[config.mk]
export PLATFORM = sky130hd
export DESIGN_NAME = mem_line_arbiter
export DESIGN_NICKNAME = d
export VERILOG_FILES = /design/src/rtl/mem_arb_pkg.sv /design/src/rtl/mem_line_arbiter.sv
export SDC_FILE = /design/constraint.sdc
export NUM_CORES = 1
export LEC_CHECK = 0
export ABC_AREA = 1
export CORE_AREA = 2 2 268 270
export DETAILED_ROUTE_END_ITERATION = 8
export DIE_AREA = 0 0 270 272
export SLEW_MARGIN = 20
export SYNTH_ARGS = -nofsm -noshare
export SYNTH_HDL_FRONTEND = slang
export SYNTH_SLANG_ARGS = --single-unit
[constraint.sdc]
create_clock -name clock -period 17.9 [get_ports clock]
set_input_delay 3.58 -clock clock [delete_from_list [all_inputs] [get_ports clock]]
set_output_delay 3.58 -clock clock [all_outputs]
set_load 0.1 [all_outputs]
[src/rtl/mem_arb_pkg.sv]
// Shared types and default widths for the main-memory line arbiter.
package mem_arb_pkg;

  localparam int DEF_LINE_W      = 128;
  localparam int DEF_LINE_ADDR_W = 10;

  typedef logic [DEF_LINE_W-1:0] line_t;

  typedef enum logic [1:0] {
    IDLE = 2'd0,
    MEM  = 2'd1,
    DONE = 2'd2
  } arb_state_t;

  typedef enum logic {
    OWN_IC = 1'b0,
    OWN_DC = 1'b1
  } owner_t;

endpackage

[src/rtl/mem_line_arbiter.sv]
// Serialises I-cache and D-cache line transactions onto the single main-memory port,
// one outstanding access at a time, round-robin on conflict, with an abort watchdog.
module mem_line_arbiter
  import mem_arb_pkg::*;
#(
  parameter int LINE_W      = DEF_LINE_W,
  parameter int LINE_ADDR_W = DEF_LINE_ADDR_W,
  parameter int TIMEOUT     = 64
) (
  input  logic                   clock,
  input  logic                   reset,
  input  logic                   ic_req,
  input  logic [LINE_ADDR_W-1:0] ic_addr,
  output logic                   ic_ready,
  output logic [LINE_W-1:0]      ic_rdata,
  input  logic                   dc_req,
  input  logic                   dc_we,
  input  logic [LINE_ADDR_W-1:0] dc_addr,
  input  logic [LINE_W-1:0]      dc_wdata,
  output logic                   dc_ready,
  output logic [LINE_W-1:0]      dc_rdata,
  output logic                   mem_req,
  output logic                   mem_we,
  output logic [LINE_ADDR_W-1:0] mem_addr,
  output logic [LINE_W-1:0]      mem_wdata,
  input  logic [LINE_W-1:0]      mem_rdata,
  input  logic                   mem_ready,
  output logic                   busy,
  output logic                   owner,
  output logic                   err
);

  localparam int CNT_W = (TIMEOUT > 2) ? $clog2(TIMEOUT) : 1;

  arb_state_t             r_state;
  owner_t                 r_last_grant;
  owner_t                 r_owner;
  logic [CNT_W-1:0]       r_cnt;
  logic                   r_ic_ready;
  logic                   r_dc_ready;
  logic [LINE_W-1:0]      r_ic_rdata;
  logic [LINE_W-1:0]      r_dc_rdata;
  logic                   r_mem_req;
  logic                   r_mem_we;
  logic [LINE_ADDR_W-1:0] r_mem_addr;
  logic [LINE_W-1:0]      r_mem_wdata;
  logic                   r_busy;
  logic                   r_err;

  logic                   w_any_req;
  logic                   w_grant_dc;

  // On a conflict the requester that did not win last time is served.
  always_comb begin
    w_any_req = ic_req | dc_req;
    if (ic_req && dc_req) begin
      w_grant_dc = (r_last_grant == OWN_IC);
    end else begin
      w_grant_dc = dc_req;
    end
  end

  always_ff @(posedge clock or posedge reset) begin
    if (reset) begin
      r_state      <= IDLE;
      r_last_grant <= OWN_IC;
      r_owner      <= OWN_IC;
      r_cnt        <= '0;
      r_ic_ready   <= 1'b0;
      r_dc_ready   <= 1'b0;
      r_ic_rdata   <= '0;
      r_dc_rdata   <= '0;
      r_mem_req    <= 1'b0;
      r_mem_we     <= 1'b0;
      r_mem_addr   <= '0;
      r_mem_wdata  <= '0;
      r_busy       <= 1'b0;
      r_err        <= 1'b0;
    end else begin
      case (r_state)
        IDLE: begin
          r_ic_ready <= 1'b0;
          r_dc_ready <= 1'b0;
          r_err      <= 1'b0;
          r_cnt      <= '0;
          if (w_any_req) begin
            r_state   <= MEM;
            r_busy    <= 1'b1;
            r_mem_req <= 1'b1;
            if (w_grant_dc) begin
              r_mem_addr   <= dc_addr;
              r_mem_we     <= dc_we;
              r_mem_wdata  <= dc_wdata;
              r_owner      <= OWN_DC;
              r_last_grant <= OWN_DC;
            end else begin
              r_mem_addr   <= ic_addr;
              r_mem_we     <= 1'b0;
              r_mem_wdata  <= '0;
              r_owner      <= OWN_IC;
              r_last_grant <= OWN_IC;
            end
          end else begin
            r_state <= IDLE;
            r_busy  <= 1'b0;
          end
        end
        MEM: begin
          r_cnt <= r_cnt + CNT_W'(1);
          if (mem_ready) begin
            r_mem_req <= 1'b0;
            r_state   <= DONE;
            if (r_owner == OWN_DC) begin
              r_dc_rdata <= mem_rdata;
              r_dc_ready <= 1'b1;
            end else begin
              r_ic_rdata <= mem_rdata;
              r_ic_ready <= 1'b1;
            end
          end else if (r_cnt == CNT_W'(TIMEOUT - 1)) begin
            // Watchdog abort: complete the handshake with a zero line and flag it.
            r_mem_req <= 1'b0;
            r_state   <= DONE;
            r_err     <= 1'b1;
            if (r_owner == OWN_DC) begin
              r_dc_rdata <= '0;
              r_dc_ready <= 1'b1;
            end else begin
              r_ic_rdata <= '0;
              r_ic_ready <= 1'b1;
            end
          end else begin
            r_state <= MEM;
          end
        end
        DONE: begin
          r_state    <= IDLE;
          r_busy     <= 1'b0;
          r_cnt      <= '0;
          r_ic_ready <= 1'b0;
          r_dc_ready <= 1'b0;
          r_err      <= 1'b0;
        end
        default: begin
          r_state    <= IDLE;
          r_busy     <= 1'b0;
          r_mem_req  <= 1'b0;
          r_cnt      <= '0;
          r_ic_ready <= 1'b0;
          r_dc_ready <= 1'b0;
          r_err      <= 1'b0;
        end
      endcase
    end
  end

  assign ic_ready  = r_ic_ready;
  assign ic_rdata  = r_ic_rdata;
  assign dc_ready  = r_dc_ready;
  assign dc_rdata  = r_dc_rdata;
  assign mem_req   = r_mem_req;
  assign mem_we    = r_mem_we;
  assign mem_addr  = r_mem_addr;
  assign mem_wdata = r_mem_wdata;
  assign busy      = r_busy;
  assign owner     = r_owner;
  assign err       = r_err;

endmodule

==> results.toml <==
[synth]
yosysSeqAreaShare_pct = 61.6
yosysUniqueCellTypes = 23
synth.net_count = 2097
syn-instance-count = 1814
avgSynthCellArea_um2 = 9.16
synth_seq_cells = 409
yosysWarnings = 0
syn_area_mm2 = 0.0166

[grt]
grt_pass1_vias = 15197
gr-usage-all-layers_pct = 16.8
grt_pass1_wl_mm = 95.9
grt_max_degree = 181
grt.overflow.total = 0
antenna_found_initial = 6

[layout]
fillerInstances = 7277
multi_input_area_mm2 = 0.00556
seqCellArea_mm2 = 0.0102
fin_nets = 2687
final_common_cell = "nand2_1"
drive_gt1_share_pct = 4.23
final_cell_mix = "793 x nand2_1, 674 x clkdlybuf4s50_1, 408 x dfrtp_1, 256 x nand4_1, 130 x nand3_1"
areaGrowthSynthToFinish_pct = 53.6

[clocking]
cts_buffer_depth = 3
ctsRootBufferMaster = "clkbuf_16"
clk-insertion-delay-late_ns = 0.56
cts_sinks = 409
cts_tree = "yes"
ctsHtreeMaxLevel = 2
cts_resized = 0
numCtsBuffers = 45
ctsHoldBuffers = 0
path_clk_slew_ns = 0.06
post_cts_buffers = 0

[sta]
max_freq_mhz = 158
post-route-period-util_pct = 35.3
rsz0062_at_grt = "false"
max_slew_margin_pct = 20.7
drv_slew = 0
totalNegativeSetupSlack_ns = 0
tightest_slew_ns = 1.19
finClkSkew_ns = 0.0198
finalSetupViolCount = 0
min_period_ns = 6.32
hold_violations = 0

[setup_path]
crit_fanout = 42
worstPathBufferInverterCount = 1
critPathLaunchType = "flop"
slowest_stage = "clkdlybuf4s50_1"
worst-setup-path-type = "flop to output port"
cp-end-kind = "output port"
max_stage_delay_ns = 1.32
cp_top_family = "buffers and inverters"
worstPathRequired_ns = 14.32
critPathArrivalTime_ns = 2.74
crit_chain = "clkdlybuf4s50_1"

[detailed_routing]
drc = 0
drt_iter0_drc = 1191
ant_nets = 0
via_per_inst = 4.48
dr.pass1.iters = 5
vias = 15163
wirelength_mm = 63.7
wire_per_inst_um = 18.8

[die]
start_util_pct = 23.5
die_x_um = 270
die_h_um = 272
num_rows = 98
core_area_mm2 = 0.0708
io-pin-count = 683
die_area_mm2 = 0.0734

[status]
status = "complete, no violations"

[place]
gp_congestion = 0.836
portBuffers = 682
dp_hpwl_mm = 43.0

[flow_run]
maxCapViolations = 0

[hold_path]
hold_path_class = "flop to flop"
[synth_stat cells]
| cell | number | area, um^2 |
|---|---|---|
| o21a_1 | 1 | 7.51 |
| nand2_1 | 793 | 2980 |
| ha_1 | 1 | 12.5 |
| nor2_1 | 20 | 75.1 |
| nand3_1 | 132 | 661 |
| dfrtp_1 | 409 | 10200 |
| o21ai_0 | 23 | 115 |
| buf_1 | 5 | 18.8 |
| buf_2 | 59 | 295 |
| inv_2 | 1 | 3.75 |
| buf_6 | 18 | 203 |
| nand4_1 | 256 | 1600 |
| buf_4 | 5 | 37.5 |
| inv_1 | 7 | 26.3 |
| nor2_4 | 1 | 11.3 |
| a21oi_1 | 5 | 25.0 |
| nor3_1 | 1 | 5.00 |
| clkbuf_2 | 1 | 5.00 |
| clkbuf_1 | 72 | 270 |
| o21bai_1 | 1 | 7.51 |
| xor2_1 | 1 | 8.76 |
| nand3_2 | 1 | 10.0 |
| or2_1 | 1 | 6.26 |
[metrics by stage]
step,std cells,util [%],instance area [um^2],worst slack (ns),hold slack (ns)
after floorplan,1814,-,16600,2.94,0.432
after global placement,3305,33.9,24000,11.41,0.452
after detailed placement,3305,33.9,24000,11.41,0.457
after CTS,3384,36.0,25500,11.50,0.465
after global routing,3387,36.1,25500,11.50,0.487
final,3387,36.1,25500,11.58,0.459
[cells by family after synthesis]
| group | Yosys count | share of synthesized area [%] |
|---|---|---|
| buf+inv | 168 | 5.17 |
| compound gates | 30 | 0.934 |
| flops | 409 | 61.6 |
| simple gates | 1205 | 32.2 |
| fa+ha+maj | 1 | 0.0753 |
| xor+xnor | 1 | 0.0527 |
[routing by layer]
layer	up-vias	part of all wire, %	GRT usage, %
met5	-	0.078	0
met4	8	3.1	5.37
met3	87	9.1	5.99
met2	556	49	28.7
met1	7285	39	19.6
li1	7227	-	-
[path summary, 6_finish.rpt]
kind | slack [ns] | cells after the start | to | startpoint
max | 11.58 | 1 | owner | owner
min | 0.46 | 1 | mem_req | r_state[0]
max reg2reg | 14.47 | 7 | mem_wdata[1] | owner
min reg2reg | 0.46 | 1 | mem_req | r_state[0]
max in group asynchronous | 12.07 | 4 | dc_rdata[56] | reset
min in group asynchronous | 3.56 | 2 | mem_wdata[34] | reset
[area by class of cell]
type | count | area share [%]
Clock buffer | 75 | 5.53
Clock inverter | 4 | 0.191
Timing Repair Buffer | 703 | 27.6
Antenna cell | 1 | 0.00980
Multi-Input combinational cell | 1237 | 21.8
Sequential cell | 409 | 40.1
Inverter | 8 | 0.176
Tap cell | 950 | 4.66
[worst reg2reg max path, delay by kind of cell (launching register included)]
family	cells	cell delay, ns
buffers and inverters	3	1.77
flip-flops	1	0.72
AND/OR/NAND/NOR	4	0.89
[registers in the layout (all words and copies together) (netlist names)]
signal,flops
mem_we,1
mem_req,1
dc_rdata,128
err,1
dc_ready,1
ic_rdata,128
ic_ready,1
owner,1
mem_addr,10
r_cnt,6
busy,1
r_state,2
mem_wdata,128
Power is left out: the tool's default activity adds up to more than one toggle a clock period on the data nets, which glitch-free logic cannot reach.
